[config.mk]
export PLATFORM = sky130hd
export DESIGN_NAME = id_decode_stage
export DESIGN_NICKNAME = d
export VERILOG_FILES = /design/src/rtl/id_ctrl_pkg.sv /design/src/rtl/id_ctrl_decode.sv /design/src/rtl/id_decode_stage.sv
export SDC_FILE = /design/constraint.sdc
export NUM_CORES = 1
export LEC_CHECK = 0
export ABC_CLOCK_PERIOD_IN_PS = 2600
export BUFFER_PORTS_ARGS = -buffer_cell sky130_fd_sc_hd__buf_2
export CAP_MARGIN = 5
export CORE_MARGIN = 2
export CORE_UTILIZATION = 50
export CTS_CLUSTER_DIAMETER = 120
export DETAILED_ROUTE_END_ITERATION = 6
export PLACE_DENSITY_LB_ADDON = 0.15
export SLEW_MARGIN = 10
export SYNTH_ARGS = -nofsm -noshare
export SYNTH_HDL_FRONTEND = slang
export SYNTH_HIERARCHICAL = 1
export SYNTH_SLANG_ARGS = --single-unit
[constraint.sdc]
create_clock -name clk_i -period 2.6 [get_ports clk_i]
set_input_delay 0.26 -clock clk_i [delete_from_list [all_inputs] [get_ports clk_i]]
set_output_delay 0.26 -clock clk_i [all_outputs]
set_load 0.05 [all_outputs]
[src/rtl/id_ctrl_pkg.sv]
// Shared opcode, ALU-op and control-bundle definitions for the ID decode stage.
package id_ctrl_pkg;

  localparam logic [5:0] OP_R    = 6'b000000;
  localparam logic [5:0] OP_J    = 6'b000010;
  localparam logic [5:0] OP_JAL  = 6'b000011;
  localparam logic [5:0] OP_BEQ  = 6'b000100;
  localparam logic [5:0] OP_SLTI = 6'b001010;
  localparam logic [5:0] OP_LW   = 6'b100011;
  localparam logic [5:0] OP_SW   = 6'b101011;

  localparam logic [2:0] ALU_NONE  = 3'b000;
  localparam logic [2:0] ALU_RTYPE = 3'b010;
  localparam logic [2:0] ALU_ADD   = 3'b100;
  localparam logic [2:0] ALU_SUB   = 3'b101;
  localparam logic [2:0] ALU_SLT   = 3'b111;

  localparam logic [1:0] RD_RT  = 2'b00;
  localparam logic [1:0] RD_RD  = 2'b01;
  localparam logic [1:0] RD_R31 = 2'b10;

  localparam logic [1:0] M2R_ALU = 2'b00;
  localparam logic [1:0] M2R_MEM = 2'b01;
  localparam logic [1:0] M2R_PC4 = 2'b10;

  typedef struct packed {
    logic       reg_write;
    logic [2:0] alu_op;
    logic       alu_src;
    logic [1:0] reg_dst;
    logic [1:0] mem_to_reg;
    logic       branch;
    logic       jump;
    logic       mem_read;
    logic       mem_write;
  } ctrl_t;

  localparam ctrl_t CTRL_NOP = '0;

  typedef enum logic {ST_RUN, ST_STALL} state_t;

endpackage

[src/rtl/id_ctrl_decode.sv]
// Combinational opcode decoder: produces the control bundle, the illegal flag
// and whether the instruction reads rt as a source operand.
module id_ctrl_decode
  import id_ctrl_pkg::*;
#(
  parameter int OP_W    = 6,
  parameter bit EN_JUMP = 1'b1
) (
  input  logic [OP_W-1:0] i_opcode,
  output ctrl_t           o_ctrl,
  output logic            o_illegal,
  output logic            o_uses_rt
);

  logic [5:0] w_op;
  logic       w_hi_zero;

  assign w_op = i_opcode[5:0];

  generate
    if (OP_W > 6) begin : g_hi
      assign w_hi_zero = ~|i_opcode[OP_W-1:6];
    end else begin : g_no_hi
      assign w_hi_zero = 1'b1;
    end
  endgenerate

  always_comb begin
    o_ctrl    = CTRL_NOP;
    o_illegal = 1'b0;
    o_uses_rt = 1'b0;
    if (!w_hi_zero) begin
      o_illegal = 1'b1;
    end else if (w_op == OP_R) begin
      o_ctrl.reg_write = 1'b1;
      o_ctrl.reg_dst   = RD_RD;
      o_ctrl.alu_op    = ALU_RTYPE;
      o_uses_rt        = 1'b1;
    end else if (w_op[5:3] == 3'b001) begin
      o_ctrl.reg_write = 1'b1;
      o_ctrl.alu_src   = 1'b1;
      o_ctrl.alu_op    = (w_op == OP_SLTI) ? ALU_SLT : ALU_ADD;
    end else if (w_op == OP_LW) begin
      o_ctrl.reg_write  = 1'b1;
      o_ctrl.alu_src    = 1'b1;
      o_ctrl.alu_op     = ALU_ADD;
      o_ctrl.mem_read   = 1'b1;
      o_ctrl.mem_to_reg = M2R_MEM;
    end else if (w_op == OP_SW) begin
      o_ctrl.alu_src   = 1'b1;
      o_ctrl.alu_op    = ALU_ADD;
      o_ctrl.mem_write = 1'b1;
      o_uses_rt        = 1'b1;
    end else if (w_op == OP_BEQ) begin
      o_ctrl.branch = 1'b1;
      o_ctrl.alu_op = ALU_SUB;
      o_uses_rt     = 1'b1;
    end else if (EN_JUMP && (w_op == OP_J)) begin
      o_ctrl.jump = 1'b1;
    end else if (EN_JUMP && (w_op == OP_JAL)) begin
      o_ctrl.jump       = 1'b1;
      o_ctrl.reg_write  = 1'b1;
      o_ctrl.reg_dst    = RD_R31;
      o_ctrl.mem_to_reg = M2R_PC4;
    end else begin
      o_illegal = 1'b1;
    end
  end

endmodule

[src/rtl/id_decode_stage.sv]
// Registered ID stage: decodes IF/ID, inserts one bubble per lw-use hazard,
// and drives ID/EX with valid/ready handshake, flush and a bubble counter.
//   state    | meaning
//   ST_RUN   | normal issue; lw-use hazard checked against held instruction
//   ST_STALL | bubble is held for one cycle; dependent instruction issues next
module id_decode_stage
  import id_ctrl_pkg::*;
#(
  parameter int OP_W    = 6,
  parameter int RA_W    = 5,
  parameter int ALUOP_W = 3,
  parameter bit EN_JUMP = 1'b1,
  parameter int CNT_W   = 16
) (
  input  logic               clk_i,
  input  logic               rst_i,
  input  logic               in_valid_i,
  output logic               in_ready_o,
  input  logic [31:0]        instr_i,
  input  logic               flush_i,
  output logic               out_valid_o,
  input  logic               out_ready_i,
  output logic               reg_write_o,
  output logic [ALUOP_W-1:0] alu_op_o,
  output logic               alu_src_o,
  output logic [1:0]         reg_dst_o,
  output logic [1:0]         mem_to_reg_o,
  output logic               branch_o,
  output logic               jump_o,
  output logic               mem_read_o,
  output logic               mem_write_o,
  output logic [RA_W-1:0]    rs_o,
  output logic [RA_W-1:0]    rt_o,
  output logic [RA_W-1:0]    rd_o,
  output logic               illegal_o,
  output logic [CNT_W-1:0]   bubble_cnt_o
);

  state_t           r_state;
  logic             r_valid;
  ctrl_t            r_ctrl;
  logic             r_illegal;
  logic [RA_W-1:0]  r_rs, r_rt, r_rd;
  logic [CNT_W-1:0] r_cnt;

  state_t           w_state_nxt;
  logic             w_valid_nxt;
  ctrl_t            w_ctrl_nxt;
  logic             w_illegal_nxt;
  logic [RA_W-1:0]  w_rs_nxt, w_rt_nxt, w_rd_nxt;
  logic [CNT_W-1:0] w_cnt_nxt;

  logic [OP_W-1:0]  w_opcode;
  ctrl_t            w_dec_ctrl;
  logic             w_dec_illegal;
  logic             w_uses_rt;
  logic [RA_W-1:0]  w_rs_in, w_rt_in, w_rd_in;
  logic             w_adv;
  logic             w_haz;
  logic             w_in_ready;
  logic             w_unused;

  assign w_opcode = OP_W'(instr_i[31:26]);
  assign w_rs_in  = RA_W'(instr_i[25:21]);
  assign w_rt_in  = RA_W'(instr_i[20:16]);
  assign w_rd_in  = RA_W'(instr_i[15:11]);
  assign w_unused = ^instr_i[10:0];

  id_ctrl_decode #(
    .OP_W    (OP_W),
    .EN_JUMP (EN_JUMP)
  ) u_dec (
    .i_opcode  (w_opcode),
    .o_ctrl    (w_dec_ctrl),
    .o_illegal (w_dec_illegal),
    .o_uses_rt (w_uses_rt)
  );

  assign w_adv = ~r_valid | out_ready_i;
  // Only a held lw with a nonzero destination can create a load-use hazard.
  assign w_haz = r_valid & r_ctrl.mem_read & (r_rt != '0) & in_valid_i &
                 ((w_rs_in == r_rt) | (w_uses_rt & (w_rt_in == r_rt)));

  always_comb begin
    w_state_nxt   = r_state;
    w_valid_nxt   = r_valid;
    w_ctrl_nxt    = r_ctrl;
    w_illegal_nxt = r_illegal;
    w_rs_nxt      = r_rs;
    w_rt_nxt      = r_rt;
    w_rd_nxt      = r_rd;
    w_cnt_nxt     = r_cnt;
    w_in_ready    = 1'b0;

    if (flush_i) begin
      w_in_ready    = 1'b1;
      w_state_nxt   = ST_RUN;
      w_valid_nxt   = 1'b0;
      w_ctrl_nxt    = CTRL_NOP;
      w_illegal_nxt = 1'b0;
      w_rs_nxt      = '0;
      w_rt_nxt      = '0;
      w_rd_nxt      = '0;
    end else begin
      case (r_state)
        ST_RUN:   w_in_ready = w_adv & ~w_haz;
        ST_STALL: w_in_ready = w_adv;
        default:  w_in_ready = 1'b0;
      endcase

      if (w_adv && (r_state == ST_RUN) && w_haz) begin
        w_state_nxt   = ST_STALL;
        w_valid_nxt   = 1'b0;
        w_ctrl_nxt    = CTRL_NOP;
        w_illegal_nxt = 1'b0;
        w_rs_nxt      = '0;
        w_rt_nxt      = '0;
        w_rd_nxt      = '0;
        if (r_cnt != {CNT_W{1'b1}}) w_cnt_nxt = r_cnt + 1'b1;
      end else if (w_adv) begin
        w_state_nxt = ST_RUN;
        if (in_valid_i) begin
          w_valid_nxt   = 1'b1;
          w_ctrl_nxt    = w_dec_ctrl;
          w_illegal_nxt = w_dec_illegal;
          w_rs_nxt      = w_rs_in;
          w_rt_nxt      = w_rt_in;
          w_rd_nxt      = w_rd_in;
        end else begin
          w_valid_nxt   = 1'b0;
          w_ctrl_nxt    = CTRL_NOP;
          w_illegal_nxt = 1'b0;
          w_rs_nxt      = '0;
          w_rt_nxt      = '0;
          w_rd_nxt      = '0;
        end
      end
    end
  end

  always_ff @(posedge clk_i) begin
    if (rst_i) begin
      r_state   <= ST_RUN;
      r_valid   <= 1'b0;
      r_ctrl    <= CTRL_NOP;
      r_illegal <= 1'b0;
      r_rs      <= '0;
      r_rt      <= '0;
      r_rd      <= '0;
      r_cnt     <= '0;
    end else begin
      r_state   <= w_state_nxt;
      r_valid   <= w_valid_nxt;
      r_ctrl    <= w_ctrl_nxt;
      r_illegal <= w_illegal_nxt;
      r_rs      <= w_rs_nxt;
      r_rt      <= w_rt_nxt;
      r_rd      <= w_rd_nxt;
      r_cnt     <= w_cnt_nxt;
    end
  end

  assign in_ready_o   = w_in_ready;
  assign out_valid_o  = r_valid;
  assign reg_write_o  = r_ctrl.reg_write;
  assign alu_op_o     = ALUOP_W'(r_ctrl.alu_op);
  assign alu_src_o    = r_ctrl.alu_src;
  assign reg_dst_o    = r_ctrl.reg_dst;
  assign mem_to_reg_o = r_ctrl.mem_to_reg;
  assign branch_o     = r_ctrl.branch;
  assign jump_o       = r_ctrl.jump;
  assign mem_read_o   = r_ctrl.mem_read;
  assign mem_write_o  = r_ctrl.mem_write;
  assign rs_o         = r_rs;
  assign rt_o         = r_rt;
  assign rd_o         = r_rd;
  assign illegal_o    = r_illegal;
  assign bubble_cnt_o = r_cnt;

endmodule

# [After elaboration in Yosys (flattened, before gate mapping)]
# Index checks and enable logic that the tools add are counted.
[classes] addsub=1 eq_ne=10 mux=48 bitwise_logic=12 reduce_logical=8
[ops] op="$mux 1" count=27
[ops] op="$mux 5" count=5
[ops] op="$add 16x1->16 const B" count=1
[ops] op="$mux 4" count=4
[ops] op="$ne 16x16->1 const B" count=1
[ops] op="$mux 13" count=1
[ops] op="$eq 6x2->1 const B" count=2
[ops] op="$eq 6x6->1 const B" count=2
[ops] op="$mux 6" count=2
[ops] op="$eq 5x5->1" count=2
[ops] op="$mux 2" count=5
[ops] op="$mux 8" count=1
[ops] op="$and 1x1->1" count=6
[ops] op="$eq 6x3->1 const B" count=1
[ops] op="$eq 6x4->1 const B" count=1
[ops] op="$logic_not 6->1" count=1
[ops] op="$mux 3" count=2
[ops] op="$reduce_bool 5->1" count=1
[ops] op="$not 1->1" count=4
[ops] op="$eq 3x1->1 const B" count=1
[ops] op="$reduce_and 3->1" count=1
[ops] op="$reduce_or 3->1" count=1
[ops] op="$logic_and 1x1->1" count=2
[ops] op="$or 1x1->1" count=2
[ops] op="other kinds (3)" count=3
[totals] regBits=47 in_bits=37 out_inout_bits=47 word_cells=95

# [Depth between registers and ports, before layout]
[logic_depth] word_depth=13 depth_mapped=9 ltp_nobuf=6

# [By module]
# The synthesis kept the hierarchy.
[by_module_without_submodules] mod="id_decode_stage" n_inst=1 cells_per_inst=267 area_per_inst_um2=2117.0 seq_area_each_um2=940.9
[by_module_without_submodules] mod="id_ctrl_decode" n_inst=1 cells_per_inst=37 area_per_inst_um2=255.2 seq_area_each_um2=0.0

# [Least setup slack after synthesis]
# OpenSTA, ideal clock, no wires.
[synth_path] path_kind="reg2reg" from="register r_cnt[0], in the netlist bubble_cnt_o[0]" to="register r_cnt[1], in the netlist bubble_cnt_o[1]" setup_ps=71 t_arrival_ps=2240 required_time_ps=2529 path_slack_ps=290 stages_incl_launch_ff=8 path_buffers=1 synth_period_minus_slack_ps=2310 path_cell_list="dfxtp_1 ha_1 nand3_1 or4_1 nand3_2 buf_2 o21ai_0 a21oi_1"
[synth_via] elab_chain_len=2 elab_cells_between_ends=3 cone_classes="add/sub (1); eq/ne (1); reduce/logical (1)"
[synth_lines] item="from (decl)" line_no="id_decode_stage.sv:44" source="logic [CNT_W-1:0] r_cnt;"
[synth_lines] item="from (signal assigned)" line_no="id_decode_stage.sv:159" source="r_cnt <= w_cnt_nxt;"
[synth_lines] item="branches (longest 2 deep; another with $add 16x1->16)"
# Parallel ways; which one is timed is not known.
# A chain may end at the register's enable or synchronous reset.

# [Worst setup path in the final report]
[layout_path] from="register r_rt[4], in the netlist rt_o[4]" to="output port in_ready_o"
[layout_via] elab_chain_len=8 elab_cells_between_ends=12 cone_classes="eq/ne (2); mux (2); bitwise (7); reduce/logical (1)"
[layout_lines] item="from (decl)" line_no="id_decode_stage.sv:43" source="logic [RA_W-1:0] r_rs, r_rt, r_rd;"
[layout_lines] item="from (signal assigned)" line_no="id_decode_stage.sv:157" source="r_rt <= w_rt_nxt;"
[layout_lines] item="$eq 5x5->1 or $reduce_bool 5->1 (tied branches)" line_no="id_decode_stage.sv:82, id_decode_stage.sv:81"
[layout_lines] item="$and 1x1->1, on equally long branches" line_no="id_decode_stage.sv:82, id_decode_stage.sv:81"
[layout_lines] item="$or 1x1->1 or $and 1x1->1 (tied branches)" line_no="id_decode_stage.sv:82, id_decode_stage.sv:81"
[layout_lines] item="$and 1x1->1 (*)" line_no="id_decode_stage.sv:81" source="assign w_haz = r_valid & r_ctrl.mem_read & (r_rt != '0) & in_valid_i &"
[layout_lines] item="$not 1->1 (*)" line_no="id_decode_stage.sv:106" source="ST_RUN: w_in_ready = w_adv & ~w_haz;"
[layout_lines] item="$and 1x1->1 (*)" line_no="id_decode_stage.sv:106"
[layout_lines] item="$pmux 1 s2 (*)" line_no="id_decode_stage.sv:105" source="case (r_state)"
[layout_lines] item="$mux 1 (*)" line_no="id_decode_stage.sv:95" source="if (flush_i) begin"
[layout_lines] item="to (decl)" line_no="id_decode_stage.sv:18" source="output logic in_ready_o,"
# Mark *: on every way between the ends. The rest lies on a longest branch, timed or not.

==> impl_metrics.json <==
{
  "drive_above_1_share_pct": 27.25,
  "global_route_wire_length_before_repair_mm": 9.439,
  "layout_commonest_cell": "buf_2",
  "area_of_the_placeable_core_mm2": 0.004661,
  "pwr_density_cell_mw_per_mm2": 499.6,
  "ctsResizeCount": 0,
  "syn_nets": 342,
  "worst_ep_arrival_time_ns": 1.99,
  "outcome": "completed",
  "routed_wirelength_mm": 5.823,
  "vdd.ir_drop.worst_v": 0.0002461,
  "synth_seq_cells": 47,
  "dp.cells": 413,
  "fin_skew_ns": 0.009410,
  "drv_cap": 0,
  "timing.critical_path.required_ns": 2.34,
  "numPortBuffers": 72,
  "dominantRegCellSynth": "dfxtp_1",
  "drt-vias-per-instance": 5.743,
  "ys.warnings.count": 6,
  "first_global_vias": 2108,
  "timing.setup.tns_ns": 0,
  "top_layer_used": "met4",
  "finish.instance_area_mm2": 0.002867,
  "routed_wl_per_cell_um": 13.83,
  "ctsHtreeMaxLevel": 2,
  "detail_route.first_pass.iterations": 4,
  "multiInputGateArea_mm2": 0.001314,
  "synth_area_mm2": 0.002372,
  "synth.yosys.seq_area_share_pct": 39.66,
  "final_net_count": 404,
  "core.rowCount": 25,
  "drc": 0,
  "clk_transition_reported_paths_ns": 0.09,
  "r2r_slack_ns": 0.40,
  "final_antenna_net_count": 0,
  "cts_tree": "done",
  "synth_cell_type_count": 39,
  "post_cts_buffers": 0,
  "most-common-layout-cells": "buf_2, dfxtp_1, a21oi_1",
  "hold_violations": 0,
  "final_cells": 421,
  "io_pins": 84,
  "grt_overflow": 0,
  "clockRootBuffer": "clkbuf_8",
  "power_leakage_nw": 1.128,
  "regToRegEndpoint": "bubble_cnt_o[3]",
  "cts.sink_count": 47,
  "max-clock-path-buffers": 2,
  "start_util_pct": 50.90,
  "hp-class": "in2reg",
  "setup_viol": 0,
  "sequential_cell_area_um2": 940.9,
  "die_h_um": 72.88,
  "slew-limit-headroom_pct": 61.94,
  "hold_path_depth": 3,
  "finalWeightedCongestion": 0.8481,
  "filler_cell_count": 451,
  "cts-buffers-inserted": 5,
  "worstPathMaxFanout": 9,
  "drv_slew": 0,
  "async_flop_share_pct": 0,
  "met2WireLength_mm": 2.843,
  "regToRegStartpoint": "bubble_cnt_o[0]",
  "edff_count_synth": 0,
  "met3WireLength_um": 242,
  "finalCritPeriodShare_pct": 86.53,
  "postSynthAreaPerCell_um2": 7.804,
  "timing_worst_setup_path_type": "reg2out",
  "crit_path_start_kind": "flip-flop",
  "grt_antenna_before_repair": 0,
  "crit_path_end_kind": "output port",
  "placed_area_mm2": 0.002754,
  "die_width_um": 72.88,
  "tightest_slew_ns": 0.5665,
  "min-delay-start": "instr_i[11]",
  "postLayoutCoreUtil_pct": 61.50,
  "area_growth_syn_to_layout_pct": 20.83,
  "grt_max_degree": 33,
  "cts.hold.buffers_added": 0,
  "synthCells": 304,
  "grt_setup_unrepaired": "no",
  "antennaDiodeCount": 0,
  "worst_r2r_path_depth": 6,
  "dieArea_mm2": 0.005311,
  "fin_worst_hold_slack_ns": 0.2224,
  "post-route-min-period_ns": 2.250,
  "dp_hpwl_mm": 4.080,
  "gr-usage-all-layers_pct": 22.07,
  "wl_met1_mm": 2.721,
  "worst_skew_pair.late_latency_ns": 0.30,
  "initialDrtViolationCount": 159,
  "via_count": 2418,
  "worst_hold_path.endpoint": "rd_o[0]",
  "clock.fmax_ghz": 0.4445
}
## worst max path at each step
stage                    startpoint               end  slack, ns  cells past startpoint
floorplan           bubble_cnt_o[0]   bubble_cnt_o[1]       0.29                      7
global placement        instr_i[28]  bubble_cnt_o[13]       0.34                      8
detailed placement      instr_i[28]   bubble_cnt_o[8]       0.23                      8
CTS                         rt_o[4]        in_ready_o       0.36                      6
global route                rt_o[4]        in_ready_o       0.12                      6
finish                      rt_o[4]        in_ready_o       0.35                      6
## cell families (layout without fill, tap and decap cells)
logic type / count (synthesis) / count (layout) / synth area share (%)
buffers and inverters: 28 / 91 / 5.960
XOR/XNOR: 11 / 11 / 4.061
AO/OA/AOI/OAI: 69 / 69 / 16.67
multiplexers: 2 / 2 / 0.9493
AND/OR/NAND/NOR: 146 / 146 / 32.17
adder cells (fa/ha/maj): 1 / 1 / 0.5273
flip-flops: 47 / 47 / 39.66
## report_power, final
part           total [mW]  switching [mW]  internal, mW
Sequential          0.735         0.00674         0.728
Combinational       0.163           0.111        0.0522
Clock               0.534           0.248         0.286
Total                1.43           0.365          1.07
## sequential cells by signal (all words and copies together) (netlist names)
signal	cells
alu_op_o	3
alu_src_o	1
branch_o	1
bubble_cnt_o	16
illegal_o	1
jump_o	1
mem_read_o	1
mem_to_reg_o	2
mem_write_o	1
out_valid_o	1
r_state	1
rd_o	5
reg_dst_o	2
reg_write_o	1
rs_o	5
rt_o	5
## cell type report
| class | instances | share of cell area (%) |
|---|---|---|
| clock buffers | 5 | 2.401 |
| clock inverters | 3 | 1.528 |
| inverters | 3 | 0.3928 |
| multi-input cells | 229 | 45.83 |
| flip-flops and latches | 47 | 32.82 |
| well taps | 54 | 2.357 |
| repair buffers | 80 | 14.67 |
## cells in the mapped netlist (2+ instances only)
library cell | n | area share [%]
nand2b_1 | 3 | 0.79
xor2_1 | 10 | 3.7
or4_1 | 11 | 3.5
dfxtp_1 | 47 | 40
or3_1 | 4 | 1.1
nand3_1 | 36 | 7.6
o31ai_1 | 11 | 3.5
buf_2 | 5 | 1.1
nand2_1 | 40 | 6.3
nand4_1 | 8 | 2.1
o21ai_0 | 6 | 1.3
buf_6 | 2 | 0.95
clkbuf_1 | 14 | 2.2
nand4b_1 | 2 | 0.74
nor3b_1 | 2 | 0.63
nor4_1 | 3 | 0.79
mux2_2 | 2 | 0.95
a21oi_1 | 46 | 9.7
nand3b_1 | 2 | 0.63
nor2_1 | 17 | 2.7
nor3_1 | 8 | 1.7
inv_1 | 3 | 0.47
nor2b_1 | 3 | 0.79
buf_4 | 4 | 1.3
## critical path, cell delays in order (launching register included)
cell      delay, ns
dfxtp_1        0.37
xor2_1         0.17
nor4_1         0.33
a32oi_2        0.28
o21ai_0        0.22
nand2b_1       0.09
buf_2          0.22
## layer usage
| metal | up-vias | GRT usage, % |
|---|---|---|
| met5 | - | 0 |
| met4 | 0 | 4.321 |
| met3 | 2 | 4.420 |
| met2 | 56 | 37.88 |
| met1 | 1144 | 28.89 |
| li1 | 1216 | - |
## per-stage QoR
stage | power [mW] | setup slack, ns
after detailed placement | 0.9144 | 0.2294
after global placement | 0.9123 | 0.3448
after floorplan | 0.8631 | 0.2898
after global routing | 1.488 | 0.1229
after CTS | 1.445 | 0.3583
final | 1.432 | 0.3503
No activity file was read; power rests on OpenSTA's default activity.
